### src/rtl/tick_ctrl.sv
// Tick controller: two debounced buttons drive an IDLE/RUN/PAUSE FSM that issues
// one-cycle tick pulses, either periodically in RUN or as single steps.
module tick_ctrl #(
  parameter int unsigned DIVISOR   = 4,
  parameter int unsigned DB_CYCLES = 3
) (
  input  logic       clk,
  input  logic       rst,
  input  logic       btn_run,
  input  logic       btn_step,
  output logic       tick,
  output logic       running,
  output logic [1:0] state
);

  localparam int unsigned PW = (DIVISOR > 1) ? $clog2(DIVISOR) : 1;
  localparam logic [PW-1:0] PMax = PW'(DIVISOR - 1);
  localparam logic [7:0] DbMax = 8'(DB_CYCLES - 1);

  typedef enum logic [1:0] {
    StIdle  = 2'b00,
    StRun   = 2'b01,
    StPause = 2'b10
  } state_e;

  // Bit 0 is the run button, bit 1 the step button.
  logic [1:0] btn_raw;
  logic [1:0] sync1_q, sync2_q;
  logic [1:0] db_q, db_prev_q;
  logic [7:0] db_cnt_q [2];
  logic       run_ev, step_ev;

  state_e        state_q;
  logic [PW-1:0] presc_q;

  assign btn_raw = {btn_step, btn_run};

  always_ff @(posedge clk) begin
    if (!rst) begin
      sync1_q   <= '0;
      sync2_q   <= '0;
      db_q      <= '0;
      db_prev_q <= '0;
      for (int i = 0; i < 2; i++) begin
        db_cnt_q[i] <= '0;
      end
    end else begin
      sync1_q   <= btn_raw;
      sync2_q   <= sync1_q;
      db_prev_q <= db_q;
      for (int i = 0; i < 2; i++) begin
        if (sync2_q[i] == db_q[i]) begin
          db_cnt_q[i] <= '0;
        end else if (db_cnt_q[i] == DbMax) begin
          db_q[i]     <= sync2_q[i];
          db_cnt_q[i] <= '0;
        end else begin
          db_cnt_q[i] <= db_cnt_q[i] + 8'd1;
        end
      end
    end
  end

  // Press events fire the cycle after the debounced level rises.
  assign run_ev  = db_q[0] & ~db_prev_q[0];
  assign step_ev = db_q[1] & ~db_prev_q[1];

  always_ff @(posedge clk) begin
    if (!rst) begin
      state_q <= StIdle;
      presc_q <= '0;
      tick    <= 1'b0;
      running <= 1'b0;
    end else begin
      tick <= 1'b0;
      unique case (state_q)
        StIdle: begin
          if (run_ev) begin
            state_q <= StRun;
            presc_q <= '0;
            running <= 1'b1;
          end else if (step_ev) begin
            tick <= 1'b1;
          end
        end
        StRun: begin
          // A pausing cycle leaves the prescaler untouched.
          if (run_ev) begin
            state_q <= StPause;
            running <= 1'b0;
          end else if (presc_q == PMax) begin
            presc_q <= '0;
            tick    <= 1'b1;
          end else begin
            presc_q <= presc_q + PW'(1);
          end
        end
        StPause: begin
          if (run_ev) begin
            state_q <= StRun;
            running <= 1'b1;
          end else if (step_ev) begin
            tick <= 1'b1;
          end
        end
        default: begin
          state_q <= StIdle;
          presc_q <= '0;
          running <= 1'b0;
        end
      endcase
    end
  end

  assign state = state_q;

endmodule

### config.mk
export PLATFORM = sky130hd
export DESIGN_NAME = tick_ctrl
export DESIGN_NICKNAME = d
export VERILOG_FILES = /design/src/rtl/tick_ctrl.sv
export SDC_FILE = /design/constraint.sdc
export NUM_CORES = 1
export LEC_CHECK = 0
export ABC_AREA = 1
export CORE_MARGIN = 2
export CORE_UTILIZATION = 60
export CTS_BUF_LIST = sky130_fd_sc_hd__clkbuf_4 sky130_fd_sc_hd__clkbuf_8 sky130_fd_sc_hd__clkbuf_16
export DETAILED_ROUTE_END_ITERATION = 6
export PLACE_DENSITY_LB_ADDON = 0.08
export SYNTH_ARGS = -nofsm -noshare
export SYNTH_HDL_FRONTEND = slang
export SYNTH_SLANG_ARGS = --single-unit
### constraint.sdc
create_clock -name clk -period 3.25 [get_ports clk]
set_input_delay 0.325 -clock clk [delete_from_list [all_inputs] [get_ports clk]]
set_output_delay 0.325 -clock clk [all_outputs]
set_load 0.01 [all_outputs]
==> results.txt <==
----------------------------------------------------
[Routing]
  Wire length after detailed routing ... 2.45 mm
  DRC violation total after the first TritonRoute iteration ... 30
  Number of nets with antenna violations after detailed routing ... 0
  Detailed-route wire length per cell ... 10.6 µm
  DRC violations left ... 0
  Detailed-route vias per instance ... 4.81
  Number of vias after detailed routing ... 1115
  First-pass DRT Iterations ... 4

[GRT]
  Grt ovf ... 0
  First-pass GRT wire length ... 4.01 mm
  Largest net degree at the start of global routing ... 12
  Number of global-route vias before repair ... 1032
  GRT Total Usage ... 0.200
  Number of antenna violations at the first check in global routing ... 0

[Hold path]
  Source of the worst hold timing path ... sync1_q[1]$_SDFF_PN0_
  Class of the most critical hold timing path ... flop to flop
  Hold Path End ... sync2_q[1]$_SDFF_PN0_
  Number of instances on the worst hold path ... 2

[Yosys]
  Commonest cells post-synth ... 35 x sky130_fd_sc_hd__nand2_1, 26 x sky130_fd_sc_hd__nor2_1, 21 x sky130_fd_sc_hd__inv_1, 16 x sky130_fd_sc_hd__edfxtp_1, 14 x sky130_fd_sc_hd__dfxtp_1
  Number of enable flip-flop cells after synthesis ... 16
  Warning count from the yosys run ... 0
  Sequential cell area fraction in the yosys report ... 0.500
  Most used flip-flop cell after synthesis ... sky130_fd_sc_hd__edfxtp_1
  Share of the synthesized area in the top cell type ... 0.316
  Synth Cell Area ... 1520 µm²
  Cell with the most instances after synthesis ... sky130_fd_sc_hd__nand2_1
  Most area-consuming cells after synthesis ... sky130_fd_sc_hd__edfxtp_1 32%, sky130_fd_sc_hd__dfxtp_1 18%, sky130_fd_sc_hd__nand2_1 8.6%
  Yosys top cell by area ... sky130_fd_sc_hd__edfxtp_1
  Synthesis-stage register bit count ... 30
  Number of instances in the synthesized netlist ... 173
  Mean cell area of the mapped netlist ... 8.79 µm²
  Cell variety after synth ... 28
  Synth async-reset ratio ... 0

[STA]
  Clock Skew ... 5.74 ps
  Unrepaired setup endpoints after global routing ... false
  Total count of hold-check failures in the final report ... 0
  Max-slew violation count ... 0
  Number of setup violations in the final report ... 0
  Worst setup slack after layout ... 1680 ps
  Part of the cycle the worst path needs ... 0.484
  Fin Setup TNS ... 0 ps
  Highest clock frequency the design can meet ... 636 MHz
  Min Tclk post-route ... 1570 ps

[CTS]
  Sinks on the clock net ... 30
  TritonCTS buffer count ... 5
  Worst-Skew Late Latency ... 330 ps
  Clock tree from TritonCTS ... yes
  Post-CTS Resized ... 0
  Total number of H-tree levels ... 2
  Number of hold buffers added after cts ... 0
  Number of post-CTS setup repair buffers ... 0
  Clock tree buffer depth ... 2
  Cell chosen for the clock root ... sky130_fd_sc_hd__clkbuf_4
  CTS clk-pin slew, worst paths ... 90 ps

[Critical path]
  Critical path's top delay family ... buffers and inverters
  Endpoint kind of the worst setup timing path ... output pin
  Worst reg-to-reg path cell count ... 7
  Largest stage delay on the critical path ... 550 ps
  Nature of the critical path startpoint ... flop
  Worst path cell trace ... clkdlybuf4s50_1
  Setup slack, reg-to-reg ... 1810 ps
  Crit Path Category ... flop to output pin
  Required time of the worst setup path ... 2920 ps
  Critical Path AT ... 1250 ps
  CP max FO ... 4
  Critical R2R Capture ... db_cnt_q[1][4]$_SDFFCE_PN0P_
  Origin of the critical flop-to-flop path ... db_cnt_q[1][0]$_SDFFCE_PN0P_
  Slowest stage cell, crit path ... sky130_fd_sc_hd__clkdlybuf4s50_1
  Buf+Inv Stages, Crit Path ... 1

[Final layout]
  Layout overhead on the synthesized area ... 14.5%
  Diode count ... 0
  Core occupancy in the finished layout ... 0.716
  Post-layout net count ... 210
  Share of final-layout standard cells stronger than drive strength 1 ... 0.149

[Power]
  Clock power share ... 0.339
  Sequential group share of total power ... 0.602
  Standby leakage power ... 0.756 nW
  Proportion of power drawn by combinational gates ... 0.059
  VDD IR-drop max ... 0.350 mV
  Pint ... 542 µW
  Switching portion of total power ... 0.231
  Switching power of the nets ... 163 µW
  Power density over cell area ... 405 nW/µm²

[Floorplan]
  Starting Density ... 0.625
  Rows ... 18
  Number of top-level pins ... 8
  Core area ... 2430 µm²
  Vertical extent of the die ... 54.3 µm
  Die area ... 2950 µm²
  Width of the die ... 54.3 µm

[Placed design]
  RD Place Congestion ... 0.918
  PortBufs ... 7
  HPWL reported at the end of detailed placement ... 1.95 mm
  Pre-CTS setup slack ... 1400 ps

[Status]
  Status ... complete, no violations

[Run]
  Max-capacitance violation count ... 0

----------------------------------------------------
[cells in the final DEF, fill, tap and decap left out, types with 6 or more instances in the layout]
cell	instances
sky130_fd_sc_hd__inv_1	21
sky130_fd_sc_hd__nand3_1	8
sky130_fd_sc_hd__edfxtp_1	16
sky130_fd_sc_hd__a21oi_1	6
sky130_fd_sc_hd__nand2_1	35
sky130_fd_sc_hd__dfxtp_1	14
sky130_fd_sc_hd__nor2_1	26
sky130_fd_sc_hd__clkbuf_4	6
sky130_fd_sc_hd__clkdlybuf4s50_1	7
sky130_fd_sc_hd__conb_1	16
[final cells by class]
type	count	area [µm²]
clock inverters	1	5.00
repair buffers	7	70.1
multi-input cells	129	703
flip-flops and latches	30	761
inverters	28	105
fillers	209	692
well taps	30	37.5
clock buffers	7	58.8
[per-layer routing]
layer,GRT usage,part of all wire,up-vias,wire (µm)
met5,0,0,-,0
met4,0.121,0.023,0,56
met3,0.0820,0.030,7,73
met2,0.333,0.50,13,1220
met1,0.210,0.45,511,1100
li1,-,-,584,-
[kinds of logic after synthesis]
logic type | synth area share
adder cells (fa/ha/maj) | 0.0412
AND/OR/NAND/NOR | 0.285
buffers and inverters | 0.0741
XOR/XNOR | 0.0461
flip-flops | 0.500
AO/OA/AOI/OAI | 0.0510
other | 0.00247
[sequential cells by signal, summed over array words and instances, names as in the netlist]
register,count
running,1
sync2_q,2
tick,1
sync1_q,2
db_q,2
state,2
presc_q,2
db_cnt_q,16
db_prev_q,2
[power groups by stage]
stage                     Combinational (mW)  Sequential (mW)  Clock [mW]
after floorplan                       0.0317            0.430           0
final                                 0.0419            0.424       0.239
after global routing                  0.0484            0.426       0.267
after global placement                0.0397            0.432           0
after detailed placement              0.0418            0.433           0
after CTS                             0.0420            0.424       0.246
[through the flow]
step | area (µm²) | hold WS (ps) | total power [mW] | std cells
3_3_place_gp | 1680 | 395 | 0.471 | 224
3_5_place_dp | 1680 | 408 | 0.474 | 224
5_1_grt | 1740 | 439 | 0.741 | 232
6_report | 1740 | 427 | 0.704 | 232
4_1_cts | 1740 | 430 | 0.712 | 232
2_1_floorplan | 1580 | 390 | 0.461 | 188
[worst max path at each step]
stage / startpoint / endpoint / cells past startpoint
final: state[0]$_SDFFE_PN0P_ / state[0] / 1
after floorplan: db_cnt_q[1][0]$_SDFFCE_PN0P_ / db_cnt_q[1][6]$_SDFFCE_PN0P_ / 7
after global routing: state[0]$_SDFFE_PN0P_ / state[0] / 1
after detailed placement: rst / db_cnt_q[1][4]$_SDFFCE_PN0P_ / 7
after global placement: rst / db_cnt_q[1][6]$_SDFFCE_PN0P_ / 7
after CTS: state[0]$_SDFFE_PN0P_ / state[0] / 1
(Power assumes the default switching activity.)
